<file path="src/rtl/plug_pkg.sv">
// plug_pkg
// Shared definitions for the programmable Enigma plugboard.
// Holds the default alphabet and cable-count sizes, the configuration
// state enum, the swap-table entry layout and the one-hot <-> binary index
// helpers used wherever a letter crosses into or out of the table domain.
package plug_pkg;

    localparam int PLUG_LETTERS   = 26;
    localparam int PLUG_MAX_PAIRS = 10;
    localparam int PLUG_IDX_W     = 5;
    localparam int PLUG_CNT_W     = 4;

    typedef enum logic [1:0] {
        IDLE  = 2'd0,
        HALF  = 2'd1,
        CLEAR = 2'd2
    } cfg_state_t;

    // One cable: letters a and b are swapped while valid is set.
    typedef struct packed {
        logic                  valid;
        logic [PLUG_IDX_W-1:0] a;
        logic [PLUG_IDX_W-1:0] b;
    } pair_entry_t;

    // Result of converting a one-hot letter into a binary index.
    typedef struct packed {
        logic                  is_onehot;
        logic [PLUG_IDX_W-1:0] idx;
    } letter_idx_t;

    // Binary index of the set bit; is_onehot is clear for zero or multi-hot
    // inputs, in which case idx carries no meaning.
    function automatic letter_idx_t onehot_to_idx(input logic [PLUG_LETTERS-1:0] v);
        letter_idx_t r;
        int          ones;
        r.idx = '0;
        ones  = 0;
        for (int i = 0; i < PLUG_LETTERS; i++) begin
            if (v[i]) begin
                r.idx = PLUG_IDX_W'(i);
                ones  = ones + 1;
            end
        end
        r.is_onehot = (ones == 1);
        return r;
    endfunction

    // Comparing against each position avoids an out-of-range write for
    // index codes beyond the alphabet.
    function automatic logic [PLUG_LETTERS-1:0] idx_to_onehot(input logic [PLUG_IDX_W-1:0] idx);
        logic [PLUG_LETTERS-1:0] v;
        for (int i = 0; i < PLUG_LETTERS; i++) begin
            v[i] = (idx == PLUG_IDX_W'(i));
        end
        return v;
    endfunction

endpackage

</file>
<file path="src/rtl/plug_lookup.sv">
// plug_lookup
// Combinational match of one letter index against the whole swap table.
// Ports:
//   entries  in   swap table, one pair_entry_t per cable
//   idx      in   binary letter index to look up
//   hit      out  idx is one end of a valid cable
//   partner  out  other end of that cable, or idx itself when there is no hit
module plug_lookup
    import plug_pkg::*;
#(
    parameter int MAX_PAIRS = PLUG_MAX_PAIRS,
    parameter int IDX_W     = PLUG_IDX_W
) (
    input  pair_entry_t [MAX_PAIRS-1:0] entries,
    input  logic        [IDX_W-1:0]     idx,
    output logic                        hit,
    output logic        [IDX_W-1:0]     partner
);

    // At most one valid entry can contain a given letter, so the scan order
    // does not matter for the result.
    always_comb begin
        hit     = 1'b0;
        partner = idx;
        for (int i = 0; i < MAX_PAIRS; i++) begin
            if (entries[i].valid && (entries[i].a == idx)) begin
                hit     = 1'b1;
                partner = entries[i].b;
            end else if (entries[i].valid && (entries[i].b == idx)) begin
                hit     = 1'b1;
                partner = entries[i].a;
            end
        end
    end

endmodule

</file>
<file path="src/rtl/plugboard_prog.sv">
// plugboard_prog
// Runtime-programmable Enigma plugboard holding up to MAX_PAIRS letter swaps.
// The forward channel feeds the rotors, the reverse channel feeds the display.
// Ports:
//   CLOCK_50      in   system clock
//   reset         in   synchronous active-high reset
//   cfg_valid     in   configuration letter strobe, one cycle per letter
//   cfg_letter    in   one-hot letter being plugged or unplugged
//   cfg_clear     in   pulse: remove all pairs
//   cfg_ready     out  cfg_valid / cfg_clear will be accepted
//   cfg_error     out  one-cycle pulse when a configuration letter is rejected
//   pair_count    out  number of valid pairs
//   half_pending  out  first letter of a pair is held
//   in_valid      in   lookup strobe for both channels
//   fwd_in        in   keyboard letter
//   rev_in        in   letter returning from the rotors
//   out_valid     out  in_valid delayed one cycle
//   fwd_out       out  plugged forward letter
//   rev_out       out  plugged reverse letter
module plugboard_prog
    import plug_pkg::*;
#(
    parameter int LETTERS   = PLUG_LETTERS,
    parameter int MAX_PAIRS = PLUG_MAX_PAIRS,
    parameter int IDX_W     = PLUG_IDX_W,
    parameter int CNT_W     = PLUG_CNT_W
) (
    input  logic               CLOCK_50,
    input  logic               reset,
    input  logic               cfg_valid,
    input  logic [LETTERS-1:0] cfg_letter,
    input  logic               cfg_clear,
    output logic               cfg_ready,
    output logic               cfg_error,
    output logic [CNT_W-1:0]   pair_count,
    output logic               half_pending,
    input  logic               in_valid,
    input  logic [LETTERS-1:0] fwd_in,
    input  logic [LETTERS-1:0] rev_in,
    output logic               out_valid,
    output logic [LETTERS-1:0] fwd_out,
    output logic [LETTERS-1:0] rev_out
);

    localparam int SLOT_W = (MAX_PAIRS > 1) ? $clog2(MAX_PAIRS) : 1;

    pair_entry_t [MAX_PAIRS-1:0] entries;
    cfg_state_t                  state;
    cfg_state_t                  next_state;
    logic        [IDX_W-1:0]     held_idx;
    logic        [SLOT_W-1:0]    clr_idx;

    letter_idx_t                 fwd_li;
    letter_idx_t                 rev_li;
    letter_idx_t                 cfg_li;
    logic                        fwd_hit;
    logic                        rev_hit;
    logic                        cfg_hit;
    logic        [IDX_W-1:0]     fwd_partner;
    logic        [IDX_W-1:0]     rev_partner;
    logic        [IDX_W-1:0]     cfg_partner;
    logic        [LETTERS-1:0]   fwd_next;
    logic        [LETTERS-1:0]   rev_next;

    logic                        table_full;
    logic        [MAX_PAIRS-1:0] free_mask;
    logic        [MAX_PAIRS-1:0] unplug_mask;

    logic                        do_latch;
    logic                        do_unplug;
    logic                        do_commit;
    logic                        do_reject;
    logic                        do_enter_clear;
    logic                        do_clear_step;

    // ------------------------------------------------------------------
    // Boundary conversion and the three table matchers
    // ------------------------------------------------------------------
    assign fwd_li = onehot_to_idx(fwd_in);
    assign rev_li = onehot_to_idx(rev_in);
    assign cfg_li = onehot_to_idx(cfg_letter);

    plug_lookup #(.MAX_PAIRS(MAX_PAIRS), .IDX_W(IDX_W)) u_fwd_lookup (
        .entries (entries),
        .idx     (fwd_li.idx),
        .hit     (fwd_hit),
        .partner (fwd_partner)
    );

    plug_lookup #(.MAX_PAIRS(MAX_PAIRS), .IDX_W(IDX_W)) u_rev_lookup (
        .entries (entries),
        .idx     (rev_li.idx),
        .hit     (rev_hit),
        .partner (rev_partner)
    );

    plug_lookup #(.MAX_PAIRS(MAX_PAIRS), .IDX_W(IDX_W)) u_cfg_lookup (
        .entries (entries),
        .idx     (cfg_li.idx),
        .hit     (cfg_hit),
        .partner (cfg_partner)
    );

    // Malformed letters go out as all-zero so downstream one-hot logic
    // never sees a multi-hot vector.
    always_comb begin
        fwd_next = '0;
        rev_next = '0;
        if (fwd_li.is_onehot) begin
            fwd_next = fwd_hit ? idx_to_onehot(fwd_partner) : fwd_in;
        end
        if (rev_li.is_onehot) begin
            rev_next = rev_hit ? idx_to_onehot(rev_partner) : rev_in;
        end
    end

    // Registered lookup; the table used is the one before any same-cycle
    // configuration write, and configuration state never stalls it.
    always_ff @(posedge CLOCK_50) begin
        if (reset) begin
            out_valid <= 1'b0;
            fwd_out   <= '0;
            rev_out   <= '0;
        end else begin
            out_valid <= in_valid;
            if (in_valid) begin
                fwd_out <= fwd_next;
                rev_out <= rev_next;
            end
        end
    end

    // ------------------------------------------------------------------
    // Table occupancy helpers
    // ------------------------------------------------------------------
    always_comb begin
        pair_count = '0;
        for (int i = 0; i < MAX_PAIRS; i++) begin
            pair_count = pair_count + CNT_W'(entries[i].valid);
        end
    end

    assign table_full = (pair_count == CNT_W'(MAX_PAIRS));

    // Lowest-index invalid entry receives a newly committed cable.
    always_comb begin
        logic found;
        free_mask = '0;
        found     = 1'b0;
        for (int i = 0; i < MAX_PAIRS; i++) begin
            if (!found && !entries[i].valid) begin
                free_mask[i] = 1'b1;
                found        = 1'b1;
            end
        end
    end

    // The cable to unplug is identified by both of its ends.
    always_comb begin
        unplug_mask = '0;
        for (int i = 0; i < MAX_PAIRS; i++) begin
            unplug_mask[i] = entries[i].valid &&
                             (((entries[i].a == cfg_li.idx) && (entries[i].b == cfg_partner)) ||
                              ((entries[i].b == cfg_li.idx) && (entries[i].a == cfg_partner)));
        end
    end

    // ------------------------------------------------------------------
    // Configuration FSM: state register
    // ------------------------------------------------------------------
    always_ff @(posedge CLOCK_50) begin
        if (reset) begin
            state <= IDLE;
        end else begin
            state <= next_state;
        end
    end

    // ------------------------------------------------------------------
    // Configuration FSM: next state
    // cfg_clear wins over a simultaneous cfg_valid; CLEAR ignores both.
    // ------------------------------------------------------------------
    always_comb begin
        next_state = state;
        case (state)
            IDLE: begin
                if (cfg_clear) begin
                    next_state = CLEAR;
                end else if (cfg_valid && cfg_li.is_onehot && !cfg_hit && !table_full) begin
                    next_state = HALF;
                end
            end
            HALF: begin
                if (cfg_clear) begin
                    next_state = CLEAR;
                end else if (cfg_valid) begin
                    next_state = IDLE;
                end
            end
            CLEAR: begin
                if (clr_idx == SLOT_W'(MAX_PAIRS - 1)) begin
                    next_state = IDLE;
                end
            end
            default: next_state = IDLE;
        endcase
    end

    // ------------------------------------------------------------------
    // Configuration FSM: outputs and table actions
    // In HALF, repeating the held letter cancels silently; it cannot also
    // be plugged because the table only changes through this FSM.
    // ------------------------------------------------------------------
    always_comb begin
        cfg_ready      = (state != CLEAR);
        half_pending   = (state == HALF);
        do_latch       = 1'b0;
        do_unplug      = 1'b0;
        do_commit      = 1'b0;
        do_reject      = 1'b0;
        do_enter_clear = 1'b0;
        do_clear_step  = 1'b0;
        case (state)
            IDLE: begin
                if (cfg_clear) begin
                    do_enter_clear = 1'b1;
                end else if (cfg_valid) begin
                    if (!cfg_li.is_onehot) begin
                        do_reject = 1'b1;
                    end else if (cfg_hit) begin
                        do_unplug = 1'b1;
                    end else if (table_full) begin
                        do_reject = 1'b1;
                    end else begin
                        do_latch = 1'b1;
                    end
                end
            end
            HALF: begin
                if (cfg_clear) begin
                    do_enter_clear = 1'b1;
                end else if (cfg_valid) begin
                    if (!cfg_li.is_onehot) begin
                        do_reject = 1'b1;
                    end else if (cfg_li.idx == held_idx) begin
                        do_reject = 1'b0;
                    end else if (cfg_hit) begin
                        do_reject = 1'b1;
                    end else begin
                        do_commit = 1'b1;
                    end
                end
            end
            CLEAR: begin
                do_clear_step = 1'b1;
            end
            default: begin
                do_reject = 1'b0;
            end
        endcase
    end

    // ------------------------------------------------------------------
    // Configuration datapath: held letter, clear sweep and table writes
    // ------------------------------------------------------------------
    always_ff @(posedge CLOCK_50) begin
        if (reset) begin
            entries   <= '0;
            held_idx  <= '0;
            clr_idx   <= '0;
            cfg_error <= 1'b0;
        end else begin
            cfg_error <= do_reject;
            if (do_latch) begin
                held_idx <= cfg_li.idx;
            end
            if (do_enter_clear) begin
                clr_idx <= '0;
            end else if (do_clear_step) begin
                clr_idx <= clr_idx + SLOT_W'(1);
            end
            for (int i = 0; i < MAX_PAIRS; i++) begin
                if (do_unplug && unplug_mask[i]) begin
                    entries[i].valid <= 1'b0;
                end
                if (do_commit && free_mask[i]) begin
                    entries[i] <= '{valid: 1'b1, a: held_idx, b: cfg_li.idx};
                end
                if (do_clear_step && (clr_idx == SLOT_W'(i))) begin
                    entries[i].valid <= 1'b0;
                end
            end
        end
    end

endmodule
</file>
<file path="config.mk">
export PLATFORM = sky130hd
export DESIGN_NAME = plugboard_prog
export DESIGN_NICKNAME = d
export VERILOG_FILES = /design/src/rtl/plug_pkg.sv /design/src/rtl/plug_lookup.sv /design/src/rtl/plugboard_prog.sv
export SDC_FILE = /design/constraint.sdc
export NUM_CORES = 1
export LEC_CHECK = 0
export BUFFER_PORTS_ARGS = -buffer_cell sky130_fd_sc_hd__buf_2
export CAP_MARGIN = 15
export CELL_PAD_IN_SITES_DETAIL_PLACEMENT = 1
export CELL_PAD_IN_SITES_GLOBAL_PLACEMENT = 2
export CORE_AREA = 5 5 273 275
export DETAILED_ROUTE_END_ITERATION = 8
export DIE_AREA = 0 0 278 280
export GPL_ROUTABILITY_DRIVEN = 0
export PLACE_DENSITY_LB_ADDON = 0.3
export SYNTH_ARGS = -nofsm -noshare
export SYNTH_HDL_FRONTEND = slang
export SYNTH_SLANG_ARGS = --single-unit
</file>
<file path="constraint.sdc">
create_clock -name CLOCK_50 -period 44.5 [get_ports CLOCK_50]
set_clock_uncertainty 0.1 [all_clocks]
set_input_delay 2.225 -clock CLOCK_50 [delete_from_list [all_inputs] [get_ports CLOCK_50]]
set_output_delay 2.225 -clock CLOCK_50 [all_outputs]
set_load 0.01 [all_outputs]
</file>
==> results.sh <==
export IMPL_cts_buffers=17
export IMPL_rows=99
export IMPL_ys_seq_area_frac=0.120
export IMPL_clk_pin_slew_ns=0.08
export IMPL_wl_per_cell_um=23.8
export IMPL_placed_cells=4848
export IMPL_grt_max_degree=73
export IMPL_wirelength_mm=116
export IMPL_final_cell_count_no_fill=4885
export IMPL_rsz0062_at_grt="false"
export IMPL_stdcell_area_um2=31200
export IMPL_dp_slack_ns=24.52
export IMPL_coreArea_um2=72100
export IMPL_vias_per_cell=6.19
export IMPL_cts_tree="done"
export IMPL_die_y_um=280
export IMPL_crit_top_cell="ha_1"
export IMPL_clkSinkCount=175
export IMPL_peakVddDrop_v=0.000139
export IMPL_grt_first_pass_wirelength_mm=178
export IMPL_antenna_found_initial=4
export IMPL_synth_adder_area_share=0.0400
export IMPL_fmax_ghz=0.0512
export IMPL_drive_gt1_frac=0.116
export IMPL_area_growth_pct=6.78
export IMPL_postSynthCellCount=3984
export IMPL_cp_max_fo=14
export IMPL_min_period_ns=19.53
export IMPL_ys_async_sr_fraction=0
export IMPL_utilization=0.433
export IMPL_fin_setup_tns_ns=0
export IMPL_clockBufferDepth=2
export IMPL_synth_area_per_cell_um2=7.33
export IMPL_die_area_um2=77800
export IMPL_crit_type="input port to register"
export IMPL_grt_usage=0.287
export IMPL_worst_slack_ns=24.97
export IMPL_synth_ff_type="dfxtp_1"
export IMPL_crit_slowest_cell="nand4b_1"
export IMPL_min_path_type="register to register"
export IMPL_outcome="finished clean"
export IMPL_post_cts_buffers=0
export IMPL_drcViolationCount=0
export IMPL_worst_path_buf_inv=8
export IMPL_place_hpwl_mm=88.3
export IMPL_finalNetCount=4080
export IMPL_synth_seq_cells=175
export IMPL_hold_buffers=0
export IMPL_critPathLaunchType="input port"
export IMPL_period_share=0.439
export IMPL_final_max_slew_violation_count=0
export IMPL_placed_cell_area_um2=30500
export IMPL_die_w_um=278
export IMPL_grt_pass1_vias=29800
export IMPL_synth_area_mux_share=0.0618
export IMPL_h_tree_depth=4
export IMPL_port_buffers=142
export IMPL_yosysUniqueCellTypes=133
export IMPL_synthesis_area_um2=29200
export IMPL_synthXorXnorAreaFrac=0.223
export IMPL_synth_top_family_by_area="simple AND/OR/NAND/NOR gates"
export IMPL_yosys_warnings=0
export IMPL_initial_core_util=0.405
export IMPL_ios=143
export IMPL_max_stage_delay_ns=0.72
export IMPL_critical_path_top_delay_family="adder cells"
export IMPL_cp_arrival_ns=19.78
export IMPL_p_per_area_nw_per_um2=84.1
export IMPL_slew_headroom=0.129
export IMPL_cts_resized=0
export IMPL_setup_violations=0
export IMPL_p_leak_nw=12.3
export IMPL_synth_edf_count=0
export IMPL_cp_end_kind="register"
export IMPL_root_buffer="clkbuf_16"
export IMPL_insertion_delay_ns=0.51
export IMPL_fillers=9120
export IMPL_hold_violations=0
export IMPL_grt_overflow=0
export IMPL_synth_fp_nets=4156
export IMPL_synth_compound_area_frac=0.246
export IMPL_yosys_area_share_simple=0.248
export IMPL_tightest_slew_ns=1.30
export IMPL_num_vias=30200
export IMPL_drt_initial_drc_count=2227
export IMPL_cp_data_required_time_ns=44.76
export IMPL_drtPass1Iterations=6
export IMPL_antenna_left=0
export IMPL_maxCapViolations=0
## cells in the mapped netlist, types with 57 or more instances
| cell type | n | area, µm² |
|---|---|---|
| xnor2_1 | 408 | 3570 |
| nand2_1 | 374 | 1400 |
| nor2_1 | 358 | 1340 |
| clkbuf_1 | 204 | 766 |
| dfxtp_1 | 175 | 3500 |
| inv_1 | 163 | 612 |
| a21oi_1 | 156 | 781 |
| nand3_1 | 154 | 771 |
| o21ai_0 | 154 | 771 |
| xor2_1 | 145 | 1270 |
| mux2i_1 | 142 | 1420 |
| nor3_1 | 118 | 591 |
| ha_1 | 83 | 1040 |
| and2_1 | 59 | 369 |
| nand4_1 | 59 | 369 |
| o211ai_1 | 59 | 443 |
| a211oi_1 | 57 | 428 |
## power breakdown
group	leakage (nW)	internal, mW	switching, mW
sequential	1.41	0.182	0.0280
combinational	10.5	0.904	1.34
clock	0.304	0.0961	0.0758
total	12.3	1.18	1.44
## metal layers
layer / wire length, µm / vias to the layer above / share of wire / GRT usage
li1: - / 14200 / - / -
met1: 51200 / 14900 / 0.44 / 0.377
met2: 53400 / 871 / 0.46 / 0.478
met3: 7480 / 207 / 0.064 / 0.0461
met4: 4200 / 0 / 0.036 / 0.102
met5: 0 / - / 0 / 0
## layout by cell type, fill, tap and decap left out, drive strengths merged, types with 17 or more instances in the layout
cell type and count:
mux2 31, inv 172, a221oi 22, a211o 21
a21o 32, and2 62, nand2b 32, ha 83
mux2i 144, a22oi 38, o21ai 185, o21a 31
or3 46, xnor2 439, or4 18, nand2 375
nand3b 17, a21oi 158, a22o 39, o22ai 39
a211oi 60, nor2 359, o2111ai 21, a31oi 29
nor2b 39, dfxtp 175, or2 36, buf 194
clkbuf 18, nand3 154, xnor3 26, o211ai 60
nand4 60, and3 34, nor4 30, a2111oi 24
xor2 163, o31ai 37, nor3 120
## registers in the layout (all words and copies together) (netlist names)
| signal | count |
|---|---|
| state | 2 |
| clr_idx | 4 |
| out_valid | 1 |
| cfg_error | 1 |
| held_idx | 5 |
| fwd_out | 26 |
| rev_out | 26 |
| entries | 110 |
## tightest hold or removal path, cell delays in order, from the launching register on
cell     delay, ns
dfxtp_1       0.33
nand2_1       0.07
o21ai_2       0.04
## path summary, 6_finish.rpt
check / startpoint / slack, ns / cells past startpoint / to
worst max-delay path: cfg_letter[0] / 24.97 / 83 / entries[4]
worst min register to register: fwd_out[1] / 0.39 / 2 / fwd_out[1]
worst min-delay path: fwd_out[1] / 0.39 / 2 / fwd_out[1]
worst max register to register: entries[7] / 38.54 / 16 / entries[54]
## final cells by class
| class | instances | area (µm²) | share of cell area |
|---|---|---|---|
| multi-input combinational | 3352 | 24100 | 0.773 |
| clock buffer | 18 | 439 | 0.0141 |
| timing repair buffer | 194 | 1100 | 0.0354 |
| clock inverter | 14 | 200 | 0.00642 |
| inverter | 168 | 631 | 0.0202 |
| tap | 959 | 1200 | 0.0385 |
| antenna | 5 | 12.5 | 0.000401 |
| sequential | 175 | 3500 | 0.112 |
## stage by stage
step / power (mW) / hold WS (ns)
after floorplan: 2.00 / 0.372
after global placement: 2.41 / 0.378
after detailed placement: 2.45 / 0.374
after CTS: 2.64 / 0.384
after global routing: 2.89 / 0.408
final: 2.62 / 0.388
## cell families (layout without fill, tap and decap cells)
group | Yosys count | count (layout)
buffers and inverters | 457 | 394
adder cells (fa/ha/maj) | 90 | 90
AND/OR/NAND/NOR | 1457 | 1457
multiplexers | 175 | 175
AO/OA/AOI/OAI | 994 | 994
other | 0 | 5
XOR/XNOR | 636 | 636
flip-flops | 175 | 175
(Power assumes the default switching activity.)
